### config.mk
export PLATFORM = sky130hd
export DESIGN_NAME = sys_array_feeder
export DESIGN_NICKNAME = d
export VERILOG_FILES = /design/src/rtl/sys_array_feeder.sv
export SDC_FILE = /design/constraint.sdc
export NUM_CORES = 1
export LEC_CHECK = 0
export ABC_AREA = 1
export BUFFER_PORTS_ARGS = -buffer_cell sky130_fd_sc_hd__clkbuf_2
export CAP_MARGIN = 30
export CORE_UTILIZATION = 45
export CTS_CLUSTER_DIAMETER = 150
export DETAILED_ROUTE_END_ITERATION = 6
export GPL_TIMING_DRIVEN = 0
export PLACE_DENSITY = 0.65
export SLEW_MARGIN = 20
export SYNTH_ARGS = -nofsm -noshare
export SYNTH_HDL_FRONTEND = slang
export SYNTH_SLANG_ARGS = --single-unit
### constraint.sdc
create_clock -name CLK -period 6.1 [get_ports CLK]
set_clock_uncertainty 0.15 [all_clocks]
set_input_delay 0 -clock CLK [delete_from_list [all_inputs] [get_ports CLK]]
set_output_delay 0 -clock CLK [all_outputs]
set_load 0.005 [all_outputs]
### src/rtl/sys_array_feeder.sv
// ============================================================================
// Module   : sys_array_feeder
// Brief    : Buffers A/B operands and feeds a systolic array with diagonal skew.
// Revision : 1.0
// ============================================================================
`default_nettype none

module sys_array_feeder #(
   parameter int N  = 2,
   parameter int K  = 4,
   parameter int DW = 32
) (
   input  logic                     CLK,
   input  logic                     RST,
   input  logic                     ld_en,
   input  logic                     ld_sel,
   input  logic [$clog2(N)-1:0]     ld_idx,
   input  logic [$clog2(K)-1:0]     ld_k,
   input  logic [DW-1:0]            ld_data,
   input  logic [$clog2(K+1)-1:0]   k_len,
   input  logic                     start,
   input  logic                     stall,
   output logic [N*DW-1:0]          row_data,
   output logic [N-1:0]             row_valid,
   output logic [N*DW-1:0]          col_data,
   output logic [N-1:0]             col_valid,
   output logic                     busy,
   output logic                     done,
   output logic                     err
);

   localparam int c_TW = $clog2(K+N);
   localparam int c_KW = $clog2(K);
   localparam int c_LW = $clog2(K+1);

   typedef enum logic [1:0] {
      S_IDLE = 2'd0,
      S_FEED = 2'd1,
      S_DONE = 2'd2
   } state_t;

   state_t            r_state;
   logic [c_TW-1:0]   r_t;
   logic [c_LW-1:0]   r_klen;
   logic [DW-1:0]     r_a [N][K];
   logic [DW-1:0]     r_b [N][K];

   logic [N-1:0]      w_v;
   logic [N*DW-1:0]   w_rd;
   logic [N*DW-1:0]   w_cd;
   logic              w_last;
   logic              w_bad_len;

   // Operand storage carries no reset; contents are only meaningful once loaded.
   always_ff @(posedge CLK) begin
      if (ld_en && !busy && (32'(ld_idx) < N) && (32'(ld_k) < K)) begin
         if (ld_sel)
            r_b[ld_idx][ld_k] <= ld_data;
         else
            r_a[ld_idx][ld_k] <= ld_data;
      end
   end

   for (genvar i = 0; i < N; i++) begin : g_lane
      logic [c_TW-1:0] w_off;
      assign w_off    = r_t - c_TW'(i);
      assign w_v[i]   = (r_t >= c_TW'(i)) && (w_off < c_TW'(r_klen));
      assign w_rd[i*DW +: DW] = w_v[i] ? r_a[i][w_off[c_KW-1:0]] : '0;
      assign w_cd[i*DW +: DW] = w_v[i] ? r_b[i][w_off[c_KW-1:0]] : '0;
   end

   assign w_last    = (r_t == (c_TW'(r_klen) + c_TW'(N-2)));
   assign w_bad_len = (k_len == '0) || (k_len > c_LW'(K));

   always_ff @(posedge CLK or posedge RST) begin
      if (RST) begin
         r_state   <= S_IDLE;
         r_t       <= '0;
         r_klen    <= '0;
         row_data  <= '0;
         row_valid <= '0;
         col_data  <= '0;
         col_valid <= '0;
         busy      <= 1'b0;
         done      <= 1'b0;
         err       <= 1'b0;
      end else begin
         done <= 1'b0;
         case (r_state)
            S_IDLE: begin
               if (start) begin
                  if (w_bad_len) begin
                     err <= 1'b1;
                  end else begin
                     r_klen  <= k_len;
                     r_t     <= '0;
                     err     <= 1'b0;
                     busy    <= 1'b1;
                     r_state <= S_FEED;
                  end
               end
            end
            S_FEED: begin
               if (!stall) begin
                  row_valid <= w_v;
                  col_valid <= w_v;
                  row_data  <= w_rd;
                  col_data  <= w_cd;
                  r_t       <= r_t + c_TW'(1);
                  if (w_last)
                     r_state <= S_DONE;
               end
            end
            S_DONE: begin
               // Back-pressure no longer matters: every operand is already issued.
               row_valid <= '0;
               col_valid <= '0;
               row_data  <= '0;
               col_data  <= '0;
               done      <= 1'b1;
               busy      <= 1'b0;
               r_state   <= S_IDLE;
            end
            default: r_state <= S_IDLE;
         endcase
      end
   end

endmodule

`default_nettype wire

==> results by group, run 1 <==
Worst setup path
  – CP Capture Type: register
  – CP Class: reg2reg
  – CP required: 6480 ps
  – Top delay family on crit path: buffers and inverters
  – CP most frequent cell: nand2_1
  – Cell Chain, Critical Path: buf_2 -> inv_2 -> buf_6 -> clkbuf_1 -> ha_1 -> inv_1 -> clkbuf_1 -> ha_1 -> nand2_1 -> nand2_1 -> nand2_1 -> nand2_1 -> nor2_8 -> buf_6 -> nand2_1 -> nand2_1
  – Crit path buf inv count: 7
  – Critical Path Fanout Max: 11
  – CP max stage cell: clkbuf_1
  – Crit path DAT: around 4700 ps
  – Crit start category: register
  – CP peak stage delay: around 570 ps

Global route
  – Vias in the first global route: ~17000
  – Antenna violations before repair: 0
  – Largest net degree at the start of global routing: 74
  – First-pass GRT wire length: between 100000 and 150000 um
  – GRT overflow: 0
  – Global Route Usage Sum: between 20% and 30%

Power
  – VDD IR max: 0.224 mV
  – Tot Pwr: approximately 13 mW
  – P per Cell Area: roughly 440 mW/mm^2
  – Leak pwr: between 10 and 15 nW

Place
  – Placed cells: between 3000 and 4000
  – I/O Buffers: 175
  – RD Place Congestion: about 0.85
  – Placed Area: 0.0276 mm^2
  – Pre-CTS setup slack: between 1500 and 2000 ps
  – HPWL Detailed: about 46000 um

Routing
  – First drt pass iteration count: 5
  – Via density: 5.16
  – Routed len/inst: 20.2 um
  – 1st-iter DRT viols: roughly 1600
  – ANT nets after route: 0
  – Drt total wl: between 60000 and 70000 um
  – DR DRC count: 0
  – Vias: 17214

Floorplan
  – Die ar.: about 0.057 mm^2
  – Core ar.: roughly 0.055 mm^2
  – Initial Utilization: a little under half
  – Row count: 86
  – Io pins: around 180
  – Die Ht: 239 um
  – Die Span X: about 240 um

Layout
  – Commonest non-fill, non-tap cells in the layout: 546 x nand2_1, 526 x nor2_1, 512 x edfxtp_1
  – Synth-to-Final Area Change: 20.0%
  – Nets: approximately 2600
  – Diodes inserted: 0
  – Final Non-Filler Cells: roughly 3300
  – Commonest non-fill, non-tap cell in the layout: nand2_1
  – Final core occ: 54.8%
  – Fraction of layout cells with a size suffix above 1: 16.3%
  – Fill cells: 4585
  – Sequential cell area: roughly 0.019 mm^2
  – Post-route cell area: 0.0302 mm^2
  – Multi-input logic area: approximately 0.0058 mm^2

Synthesis
  – Sequential-to-total area share from yosys stat: 75.0%
  – Mapped Avg Cell Area: 11.6 um^2
  – Synthesis Warnings: 0
  – Mapped Area: between 0.02 and 0.03 mm^2
  – Cells after Synth: between 2000 and 2500
  – Synthesized flop and latch total: 653
  – Netlist cell types: 21
  – Post-Syn Nets: between 2000 and 2500

STA
  – Final setup margin: about 1800 ps
  – Final hold viol count: 0
  – Max_slew headroom: between 30% and 40%
  – Minimum period implied by the final worst setup slack: ~4300 ps
  – Max Clk Rate: approximately 230 MHz
  – Unrepaired setup endpoints after global routing: no
  – Min Hold Slack: between 40 and 50 ps
  – Fin crit share: 70.0%
  – Final setup fails: 0
  – Post-Route Setup TNS: 0 ps
  – Max Slew Vio Count: 0
  – Worst Tran Pin Value: ~1000 ps

Clocking
  – CTS tree: yes
  – CTS root buffer: clkbuf_16
  – Clk Latency, worst-skew pair: around 610 ps
  – CTS Sinks: between 600 and 700
  – Longest Clk Path Bufs: 3
  – Number of setup buffers added after CTS: 0
  – CTS H-tree lvls: 3
  – Clk slew on worst S/H paths: 60 ps
  – Num CTS Buffers: between 60 and 70

Min path
  – Tightest Hold Check Type: in2reg

Status
  – Outcome: finished clean

Run
  – Max Cap Viol: 0
[final timing paths]
| path | from | to | slack, ps | cells after the start |
|---|---|---|---|---|
| worst min register to register | row_data[29] | row_data[29] | 330 | 2 |
| worst min-delay path | ld_en | r_a[0][125] | 40 | 5 |
| worst max-delay path | r_t[0] | row_data[63] | 1830 | 16 |
| min in group asynchronous | RST | err | 460 | 4 |
| worst max register to register | r_t[0] | row_data[63] | 1830 | 16 |
| max in group asynchronous | RST | row_data[39] | 4540 | 5 |
[worst reg2reg max path: stages, from the launching register on]
cell,delay [ps]
dfrtp_1,430
buf_2,200
inv_2,100
buf_6,190
clkbuf_1,560
ha_1,360
inv_1,140
clkbuf_1,570
ha_1,360
nand2_1,70
nand2_1,60
nand2_1,60
nand2_1,130
nor2_8,380
buf_6,230
nand2_1,160
nand2_1,90
[report_power, final]
part           switching, mW  leakage [nW]  total (mW)  internal, mW
sequential             0.221          6.50        5.43          5.21
combinational           2.64          4.96        3.84          1.21
clock                   1.69          1.03        3.94          2.25
total                   4.55          12.5        13.2          8.66
[sequential cells by signal, indices dropped and copies added (netlist names)]
register	count
err	1
col_data	64
r_a	256
row_data	64
col_valid	2
busy	1
done	1
r_t	3
r_b	256
r_state	2
r_klen	3
[cell families after synthesis]
logic type,after synthesis,synth area share [%]
and+or+nand+nor,1102,16.7
DFF,653,75.0
AOI/OAI and AO/OA,265,5.26
buffers and inverters,137,2.53
adders and majority gates,9,0.447
xor gates and xnor gates,2,0.0695
[cells in the mapped netlist]
| cell | n | area [um^2] |
|---|---|---|
| nor4_1 | 12 | 75.1 |
| edfxtp_1 | 512 | 15400 |
| dfrtp_1 | 141 | 3530 |
| xor2_1 | 1 | 8.76 |
| clkbuf_1 | 43 | 161 |
| a21oi_1 | 3 | 15.0 |
| nand2_2 | 1 | 6.26 |
| buf_6 | 7 | 78.8 |
| o21ai_0 | 262 | 1310 |
| nor2_8 | 1 | 20.0 |
| inv_1 | 20 | 75.1 |
| xnor2_1 | 1 | 8.76 |
| nor2_1 | 530 | 1990 |
| ha_1 | 9 | 113 |
| buf_2 | 50 | 250 |
| buf_4 | 2 | 15.0 |
| nor2_2 | 1 | 6.26 |
| inv_2 | 1 | 3.75 |
| nand2_1 | 546 | 2050 |
| buf_1 | 14 | 52.6 |
| nand3_1 | 11 | 55.1 |
[layer usage]
metal	track usage, %	share of wire (%)	up-vias
li1	-	-	8020
met1	31.9	41	8362
met2	38.3	47	708
met3	4.75	8.3	124
met4	10.3	3.7	0
met5	0	0	-
[repair_timing]
item | CTS | global route
gates resized for setup | 0 | 0
endpoints found under the hold margin | 747 | 0
hold buffers | 50 | 0
[area by class of cell]
cell class | count | area share, %
clock buffers | 99 | 6.38
flip-flops and latches | 653 | 62.5
multi-input cells | 1378 | 19.1
well taps | 748 | 3.10
repair buffers | 297 | 6.24
inverters | 21 | 0.286
clock inverters | 23 | 0.567
plain buffers | 116 | 1.85
(Power assumes the default switching activity.)
==> run 2, diff against run 1 <==
--- a/config.mk
+++ b/config.mk
@@ -12,7 +12,7 @@
 export CTS_CLUSTER_DIAMETER = 150
 export DETAILED_ROUTE_END_ITERATION = 6
 export GPL_TIMING_DRIVEN = 0
-export PLACE_DENSITY = 0.65
+export PLACE_DENSITY = 0.68
 export SLEW_MARGIN = 20
 export SYNTH_ARGS = -nofsm -noshare
 export SYNTH_HDL_FRONTEND = slang
==> constraint.sdc (replaced) <==
create_clock -name CLK -period 3.8 [get_ports CLK]
set_clock_uncertainty 0.15 [all_clocks]
set_input_delay 0 -clock CLK [delete_from_list [all_inputs] [get_ports CLK]]
set_output_delay 0 -clock CLK [all_outputs]
set_load 0.005 [all_outputs]
==> run 2 against run 1 <==
Non-clock buffer count rose by 1; register-to-register slack worse by 1500 ps; setup slack lost 1500 ps; sequential share of layout area is 0.35 points higher; die area unchanged; critical path depth is 1 lower; total power grew 57%; via count unchanged; hold slack improved by 6.5 ps; fmax increased by 22%; design area shrank 0.56%; critical path type unchanged; largest power group unchanged.
==> results by group, run 2 (synthesis results as in run 1) <==
Floorplan
  – Row count: 86 (unchanged)
  – Initial Utilization: 45.6% (unchanged)
  – Die ar.: 0.0569 mm^2 (unchanged)
  – Core ar.: 0.0552 mm^2 (unchanged)
  – Die Span X: 239 um (unchanged)
  – Io pins: 179 (unchanged)
  – Die Ht: 239 um (unchanged)

Clocking
  – CTS H-tree lvls: 2 (-1)
  – Number of setup buffers added after CTS: 0 (unchanged)
  – CTS Sinks: 653 (unchanged)
  – CTS root buffer: clkbuf_16
  – Longest Clk Path Bufs: 3 (unchanged)
  – Num CTS Buffers: 61 (-9.0%)
  – Clk slew on worst S/H paths: 60 ps (about the same)
  – CTS tree: yes
  – Clk Latency, worst-skew pair: 620 ps (about the same)

Routing
  – Vias: 17214 (unchanged)
  – Via density: 5.17 (+0.24%)
  – 1st-iter DRT viols: 1754 (+13%)
  – ANT nets after route: 0 (unchanged)
  – First drt pass iteration count: 6 (+1)
  – Routed len/inst: 20.0 um (-1.1%)
  – DR DRC count: 0 (unchanged)
  – Drt total wl: 66600 um (-1.3%)

Worst setup path
  – Setup crit start: r_t[0]
  – CP Class: reg2reg
  – Crit start category: register
  – CP Capture Type: register
  – Crit path DAT: 3890 ps (-760 ps)
  – R2R Setup Slk: 310 ps (-1520 ps)
  – Worst R2R End: col_data[37]
  – R2R depth: 15 (-1)
  – Reg2reg start: r_t[0]
  – Crit path to: col_data[37]
  – CP required: 4200 ps (-2280 ps)
  – Critical Path Fanout Max: 20 (+9)

Layout
  – Fill cells: 4499 (-1.9%)
  – Final Non-Filler Cells: 3327 (-0.24%)
  – Commonest non-fill, non-tap cells in the layout: 546 x nand2_1, 526 x nor2_1, 512 x edfxtp_1
  – Synth-to-Final Area Change: 19.3%
  – Nets: 2582 (-0.19%)
  – Leading registers by flop count: r_a: 256 flops, r_b: 256 flops
  – Final core occ: 54.5% (-0.31 points)
  – Fraction of layout cells with a size suffix above 1: 15.9% (-0.38 points)
  – Diodes inserted: 0 (unchanged)
  – Commonest non-fill, non-tap cell in the layout: nand2_1

Status
  – Outcome: finished clean

STA
  – Final hold viol count: 0 (unchanged)
  – Max Slew Vio Count: 0 (unchanged)
  – Fin crit share: 91.8% (+22 points)
  – Final setup fails: 0 (unchanged)
  – Minimum period implied by the final worst setup slack: 3490 ps (-782 ps)
  – Worst Tran Pin Value: 880 ps (-126 ps)
  – Max_slew headroom: 41.3% (+8.5 points)
  – Unrepaired setup endpoints after global routing: no
  – Max Clk Rate: 287 MHz (+22%)

Run
  – Max Cap Viol: 0 (unchanged)

Place
  – I/O Buffers: 175 (unchanged)
  – HPWL Detailed: 46700 um (+1.2%)
  – RD Place Congestion: 0.866 (+2.2%)
  – Placed cells: 3165 (+0.063%)

Global route
  – Antenna violations before repair: 0 (unchanged)
  – Global Route Usage Sum: 23.5% (-0.43 points)
  – Vias in the first global route: 17120 (+0.42%)
  – First-pass GRT wire length: 100000 um (-1.2%)
  – GRT overflow: 0 (unchanged)
  – Largest net degree at the start of global routing: 36 (-51%)

Power
  – P per Cell Area: 688 mW/mm^2 (+57%)
  – Leak pwr: 12.4 nW (-0.70%)
  – VDD IR max: 0.356 mV (+59%)

Min path
  – Tightest Hold Check Type: in2reg
[run 2: routing by layer]
metal / track usage (%) / share of wire (%) / up-vias
li1: - / - / 8006
met1: 31.0 / 40 / 8419
met2: 37.8 / 47 / 655
met3: 4.86 / 8.4 / 132
met4: 9.85 / 3.8 / 2
met5: 1.04 / 0.11 / -
[run 2: worst min-delay path by stage]
stage,from,to,slack [ps],cells after the start
after floorplan,ld_data[0],r_a[0][0],-50,0
after detailed placement,RST,row_data[5],-130,2
after CTS,ld_en,r_a[0][124],2,5
final,ld_en,r_a[1][123],50,5
after global placement,k_len[2],r_klen[2],100,3
after global routing,ld_en,r_b[0][32],50,3
[run 2: report_power, final]
group / switching [mW] / internal (mW) / total, mW
clock network: 2.56 / 3.23 / 5.78
logic: 4.25 / 1.94 / 6.19
registers: 0.354 / 8.36 / 8.72
total: 7.16 / 13.5 / 20.7
[run 2: per-stage QoR]
step                instance area (um^2)  total power [mW]  TNS [ps]  worst slack [ps]  hold slack [ps]
finish                             30100              20.7         0               311             48.8
global route                       30100              21.8         0               155             54.9
CTS                                30100              20.7         0               149             1.73
floorplan                          25200              12.4   -233610              -645            -51.1
global placement                   27000              14.7  -1226510             -3550             96.6
detailed placement                 27700              14.9    -24030              -467             -128
[run 2: layout make-up]
cell class	instances	area (um^2)	share of cell area, %
multi-input cells	1378	5760	19.2
clock buffers	92	1750	5.81
plain buffers	114	552	1.84
flip-flops and latches	653	18900	62.9
well taps	748	936	3.11
repair buffers	300	1950	6.49
inverters	21	82.6	0.275
clock inverters	21	130	0.433
[run 2: critical path: stages, from the launching register on]
cell and delay, ps:
dfrtp_1 430, buf_2 210, inv_2 110, buf_6 250, ha_1 290, inv_1 140, clkbuf_2 350, ha_1 300
nand2_1 70, nand2_1 70, nand2_1 60, nand2_1 130, nor2_8 360, buf_6 220, nand2_1 170, nand2_1 100
[run 2: repair_timing]
item | CTS | global route
pin swaps | 0 | 0
hold endpoints to repair | 748 | 0
gates cloned | 0 | 0
setup endpoints to repair | 64 | 4
hold buffers | 51 | 0
gates resized for setup | 1 | 0
